<file path="src/rtl/mux_lut_cell.sv">
// mux_lut_cell: run-time programmable K-input logic cell.
//
// A 2^K-entry truth table ("active") is indexed by sel, so any K-input
// Boolean function is chosen by loading a table. Tables arrive serially,
// entry 0 first, into a shadow register. The active table is replaced
// atomically when the last entry is accepted, so the old function stays
// valid for the whole duration of a reload.
//
// Parameters:
//   K       - number of select inputs, legal range 1..6 (table = 2^K bits)
//   REG_OUT - 1: y registered (1-cycle latency), 0: y combinational
//
// Ports:
//   clk       - clock, all state changes on the rising edge
//   rst       - synchronous active-high reset
//   sel       - function inputs, sel[K-1] is the table index MSB
//   cfg_start - pulse: begin or restart a table load (wins over cfg_valid)
//   cfg_valid - cfg_bit carries a table entry this cycle
//   cfg_bit   - serial table data
//   cfg_ready - high while loading
//   cfg_done  - one-cycle pulse after the new table is committed
//   y         - active[sel]
module mux_lut_cell #(
  parameter int K       = 2,
  parameter bit REG_OUT = 1'b1
) (
  input  logic         clk,
  input  logic         rst,
  input  logic [K-1:0] sel,
  input  logic         cfg_start,
  input  logic         cfg_valid,
  input  logic         cfg_bit,
  output logic         cfg_ready,
  output logic         cfg_done,
  output logic         y
);

  localparam int unsigned TBL   = 2 ** K;
  localparam int unsigned CNT_W = K + 1;

  typedef enum logic {
    RUN,
    LOAD
  } state_t;

  state_t           state;
  logic [TBL-1:0]   shadow;
  logic [TBL-1:0]   active;
  logic [TBL-1:0]   shadow_wr;
  logic [CNT_W-1:0] cnt;
  logic             last_bit;

  // Shadow contents with this cycle's bit merged in; committing this view
  // lets the final entry go straight into active on the same edge.
  always_comb begin
    shadow_wr                 = shadow;
    shadow_wr[cnt[K-1:0]]     = cfg_bit;
  end

  assign last_bit  = (cnt == CNT_W'(TBL - 1));
  assign cfg_ready = (state == LOAD);

  always_ff @(posedge clk) begin
    if (rst) begin
      state    <= RUN;
      shadow   <= '0;
      active   <= '0;
      cnt      <= '0;
      cfg_done <= 1'b0;
    end else begin
      cfg_done <= 1'b0;
      case (state)
        RUN: begin
          if (cfg_start) begin
            state <= LOAD;
            cnt   <= '0;
          end
        end
        LOAD: begin
          if (cfg_start) begin
            cnt <= '0;
          end else if (cfg_valid) begin
            shadow <= shadow_wr;
            cnt    <= cnt + CNT_W'(1);
            if (last_bit) begin
              active   <= shadow_wr;
              state    <= RUN;
              cfg_done <= 1'b1;
            end
          end
        end
        default: state <= RUN;
      endcase
    end
  end

  // The table lookup synthesises to the K-level 2:1 mux tree.
  generate
    if (REG_OUT) begin : g_reg_out
      always_ff @(posedge clk) begin
        if (rst) begin
          y <= 1'b0;
        end else begin
          y <= active[sel];
        end
      end
    end else begin : g_comb_out
      assign y = active[sel];
    end
  endgenerate

endmodule

</file>
<file path="config.mk">
export PLATFORM = sky130hd
export DESIGN_NAME = mux_lut_cell
export DESIGN_NICKNAME = d
export VERILOG_FILES = /design/src/rtl/mux_lut_cell.sv
export SDC_FILE = /design/constraint.sdc
export NUM_CORES = 1
export LEC_CHECK = 0
export CAP_MARGIN = 20
export CORE_UTILIZATION = 35
export DETAILED_ROUTE_END_ITERATION = 8
export GPL_TIMING_DRIVEN = 0
export PLACE_DENSITY_LB_ADDON = 0.08
export SLEW_MARGIN = 20
export SYNTH_ARGS = -nofsm -noshare
export SYNTH_HDL_FRONTEND = slang
export SYNTH_SLANG_ARGS = --single-unit
</file>
<file path="constraint.sdc">
create_clock -name clk -period 1.8 [get_ports clk]
set_input_delay 0.18 -clock clk [delete_from_list [all_inputs] [get_ports clk]]
set_output_delay 0.18 -clock clk [all_outputs]
set_load 0.03 [all_outputs]
</file>
## Yosys cells after proc, flatten, opt, wreduce, memory -nomap -nowiden

Cells that the tools add are included.
W data, S select, Z words.

| operators by class | value |
|---|---|
| add/subtract/negate cells | 1 |
| magnitude comparators | 3 |
| equality and inequality tests | 3 |
| mux-type cells | 15 |
| bitwise operators | 3 |
| reductions and logical operators | 5 |

Operators with widths:

| operator | count |
|---|---|
| $mux W3 | 3 |
| $mux W1 | 7 |
| $lt A2 B3 Y1 const B | 2 |
| $pmux W3 S2 | 1 |
| $bwmux W4 | 1 |
| $reduce_and A4 Y1 | 1 |
| $reduce_or A4 Y1 | 1 |
| $add A3 B1 Y3 const B | 1 |
| $eq A3 B2 Y1 const B | 1 |
| $ne A3 B3 Y1 const B | 1 |
| $not A1 Y1 | 3 |
| $reduce_and A3 Y1 | 1 |
| $bmux W1 S2 | 1 |
| $demux W1 S2 | 1 |
| $ge A2 B1 Y1 const B | 1 |
| $ne A2 B2 Y1 const B | 1 |
| $pmux W1 S2 | 1 |
| $reduce_and A2 Y1 | 1 |
| $logic_and A1 B1 Y1 | 1 |

| storage, ports and cells | value |
|---|---|
| flip-flop bits (word level) | 14 |
| input bits | 7 |

## Depth between registers and ports, before layout

| depth | value |
|---|---|
| depth after elaboration | 5 |
| gate-level depth with buffers | 5 |
| depth with buffers taken out | 5 |

## Worst setup path before layout

OpenSTA, ideal clock, no wires.

| timing path | value |
|---|---|
| path type | reg2reg |
| start | register state (netlist: cfg_ready) |
| end | register active[2] |
| library setup time | 88 ps |
| arrival time | 1,215 ps |
| required time | 1,712 ps |
| setup slack | 497 ps |
| cell stages (with the launch flop) | 5 |
| buffers on the path | 1 |
| clock period less this slack | 1,303 ps |
| path through | dfxtp_1 -> and3b_2 -> buf_6 -> a21oi_2 -> a311oi_2 |

| on the way | value |
|---|---|
| longest elaborated chain between the ends | 1 |

Ends and longest elaborated chain:

| item | line | text |
|---|---|---|
| start, declared | 46 | `state_t state;` |
| start signal, assigned | 65 | `state <= RUN;` |
| start signal, assigned | 75 | `state <= LOAD;` |
| start signal, assigned | 87 | `state <= RUN;` |
| $reduce_and A4 Y1 (no source line) | - |  |
| end signal, assigned | 86 | `active <= shadow_wr;` |
| end, declared | 48 | `logic [TBL-1:0] active;` |

Every way passes these cells.
A chain may end at the register's enable or synchronous reset.

## Worst setup path after layout

| timing path | value |
|---|---|
| start | register state (netlist: cfg_ready) |
| end | output cfg_ready |

RTL lines:

| item | line | text |
|---|---|---|
| end, declared | 33 | `output logic cfg_ready,` |

No word-level cell between the ends.

==> impl_metrics.py <==
metrics = {
    "status": {
        "outcome": "finished, final reports clean",
    },
    "sta": {
        "worst_pin_slew_ns": 0.4963,
        "finalSetupViolations": 0,
        "hold_viol": 0,
        "timing.fmax_mhz": 632.2,
        "rsz0062_at_grt": "false",
        "max_slew_margin_pct": 66.92,
        "period_share_pct": 87.88,
        "fin_crit_ns": 1.582,
        "finalMaxSlewViolations": 0,
        "fin_setup_tns_ns": 0,
        "finalClockSkew_ns": 0.002568,
    },
    "drt": {
        "dr.pass1.iters": 3,
        "drtIter0Drc": 7,
        "wl_mm": 1.273,
        "final_antenna_net_count": 0,
        "via_count": 514,
        "wl_per_cell_um": 11.90,
        "drc_errors": 0,
        "routed_via_density": 4.804,
    },
    "flow_run": {
        "drv_cap": 0,
    },
    "power_and_ir_drop": {
        "p_int_uw": 413.3,
        "power_density_mw_per_mm2": 660.5,
        "clkPwrFrac_pct": 32.7,
        "p_leak_nw": 0.2961,
        "ir_worst_vdd_mv": 0.3995,
        "pwr-share-seq_pct": 58.2,
        "swShare_pct": 23.88,
        "switching_power_uw": 129.6,
        "combPwrFrac_pct": 9.1,
    },
    "setup_path": {
        "worstPathMaxFanout": 6,
        "critPathTopFamily": "buffers and inverters",
        "end_kind": "primary output",
        "max_stage_delay_ns": 0.70,
        "crit_required_ns": 1.62,
        "critPathLaunchType": "flip-flop",
        "crit_slowest_cell": "clkdlybuf4s50_1",
        "path_cells": "clkdlybuf4s50_1",
        "worstPathBufferInverterCount": 1,
        "critPathKind": "reg2out",
        "reg2reg_depth": 5,
        "arrival_ns": 1.40,
        "crit_cells": 1,
    },
    "final_layout": {
        "finish.instance_area_sq_um": 822.0,
        "fillers": 180,
        "layout-drive-gt1-share_pct": 10.98,
        "fin_nets": 96,
        "antenna_cells": 0,
        "area_growth_syn_to_layout_pct": 19.45,
    },
    "synthesis": {
        "yosys-top-cells-area": "dfxtp_1 41%, ha_1 9.1%, mux2i_1 7.3%",
        "yosysWarnings": 0,
        "synth_top_area_cell": "dfxtp_1",
        "synth_top_area_share_pct": 40.73,
        "ys_types": 21,
        "synth_edf_count": 0,
        "yosys-top-cells-count": "14 x dfxtp_1, 8 x a21oi_1, 6 x inv_1",
        "synthArstFlopShare_pct": 0,
        "syn-instance-count": 71,
        "synthesis.area_sq_um": 688.2,
        "ys_ff_latch": 14,
        "syn-num-nets": 83,
        "ys.flop_type": "dfxtp_1",
        "ys_seq_area_share_pct": 40.73,
        "synth_most_common_cell": "dfxtp_1",
        "syn_avg_cell_area_sq_um": 9.692,
    },
    "global_routing": {
        "grt.overflow.total": 0,
        "grt_max_degree": 11,
        "grt_pass1_vias": 456,
        "antenna_found_initial": 0,
        "grt_pass1_wl_mm": 2.221,
        "grt_usage_pct": 15.31,
    },
    "place": {
        "portBuffers": 8,
        "placed_cell_area_sq_um": 799.5,
        "gp_congestion": 0.7327,
        "dp_hpwl_um": 923.9,
    },
    "floorplan": {
        "start_util_pct": 38.60,
        "dieArea_sq_mm": 0.002147,
        "die_x_um": 46.34,
        "ios": 10,
        "core_area_sq_mm": 0.001783,
        "die_h_um": 46.34,
        "rows": 15,
    },
    "cts": {
        "numCtsBuffers": 3,
        "root_buffer": "clkbuf_4",
        "cts_resized": 0,
        "cts_setup_buffers": 0,
        "hold_buffers": 0,
        "cts.sinks": 14,
        "cts_tree": "done",
        "clkLatencyLatePin_ns": 0.28,
        "cts_htree_levels": 1,
        "clockBufferDepth": 2,
        "path_clk_slew_ns": 0.08,
    },
    "worst_hold_path": {
        "hold_depth": 3,
        "worst_hold_path_type": "in2reg",
    },
}
-- flip-flops by register name (all words and copies together), names as in the netlist --
register,cells
active,4
shadow,4
cnt,3
cfg_done,1
cfg_ready,1
y,1
-- cell type report --
type                       instances  area [sq um]  share of cell area (%)
clock buffer                       3         22.52                   2.740
timing repair buffer               8         80.08                   9.741
buffer                             4         30.03                   3.653
sequential                        14         280.3                   34.09
multi-input combinational         47         355.3                   43.23
inverter                           6         22.52                   2.740
tap                               25         31.28                   3.805
-- metrics by stage --
stage                     setup WS, ns  power (mW)  hold slack, ns  cells  utilization, %
after floorplan                 0.4973      0.3486          0.2516     71               -
final                           0.2182      0.5429          0.2707    107           46.11
after detailed placement        0.2654      0.3732          0.4702    104           44.84
after global placement          0.2586      0.3735          0.4614    104           44.84
after global routing            0.1396      0.5726          0.2915    107           46.11
after CTS                       0.2127      0.5526          0.2636    107           46.11
-- placed cells by master, fill, tap and decap left out --
cell type,instances
buf_6,2
inv_1,6
o21ai_0,4
and3b_2,1
a21oi_2,1
nand3_1,5
nor2b_1,2
a311oi_2,1
ha_1,5
clkbuf_4,3
nor3_1,3
xor2_1,1
xnor2_1,1
clkdlybuf4s50_1,8
nand3b_1,2
a311oi_1,3
dfxtp_1,14
mux4_2,1
a21oi_1,8
nand2_1,2
clkbuf_1,2
mux2i_1,5
nor2_1,2
-- path summary, 6_finish.rpt --
path / end / slack (ns) / startpoint
hold reg to reg: shadow[1] / 0.48 / shadow[1]
setup / recovery: cfg_ready / 0.22 / cfg_ready
setup reg to reg: active[1] / 0.47 / cnt[1]
hold / removal: shadow[0] / 0.27 / cfg_bit
-- layer usage --
layer  global-route usage, %  routed length [um]  part of all wire, %  vias to the layer above
met5                       0                   0                    0                        -
met4                   5.294                  19                  1.5                        0
met3                   6.275                  66                  5.2                        4
met2                   21.11                 521                   41                        8
met1                   21.14                 665                   52                      232
li1                        -                   -                    -                      270
-- cells by family after synthesis --
logic type	count (synthesis)	share of synthesized area (%)
adders and majority gates	5	9.091
DFF	14	40.73
and+or+nand+nor	17	13.45
muxes	6	10.55
AOI/OAI and AO/OA	17	16.00
buffers and inverters	10	7.636
xor gates and xnor gates	2	2.546
-- power by group through the flow --
stage | combinational, mW | sequential (mW) | clock [mW]
CTS | 0.0506 | 0.316 | 0.186
global route | 0.0554 | 0.317 | 0.200
detailed placement | 0.0500 | 0.323 | 0
finish | 0.0496 | 0.316 | 0.177
floorplan | 0.0230 | 0.326 | 0
global placement | 0.0502 | 0.323 | 0
(Power assumes the default switching activity.)
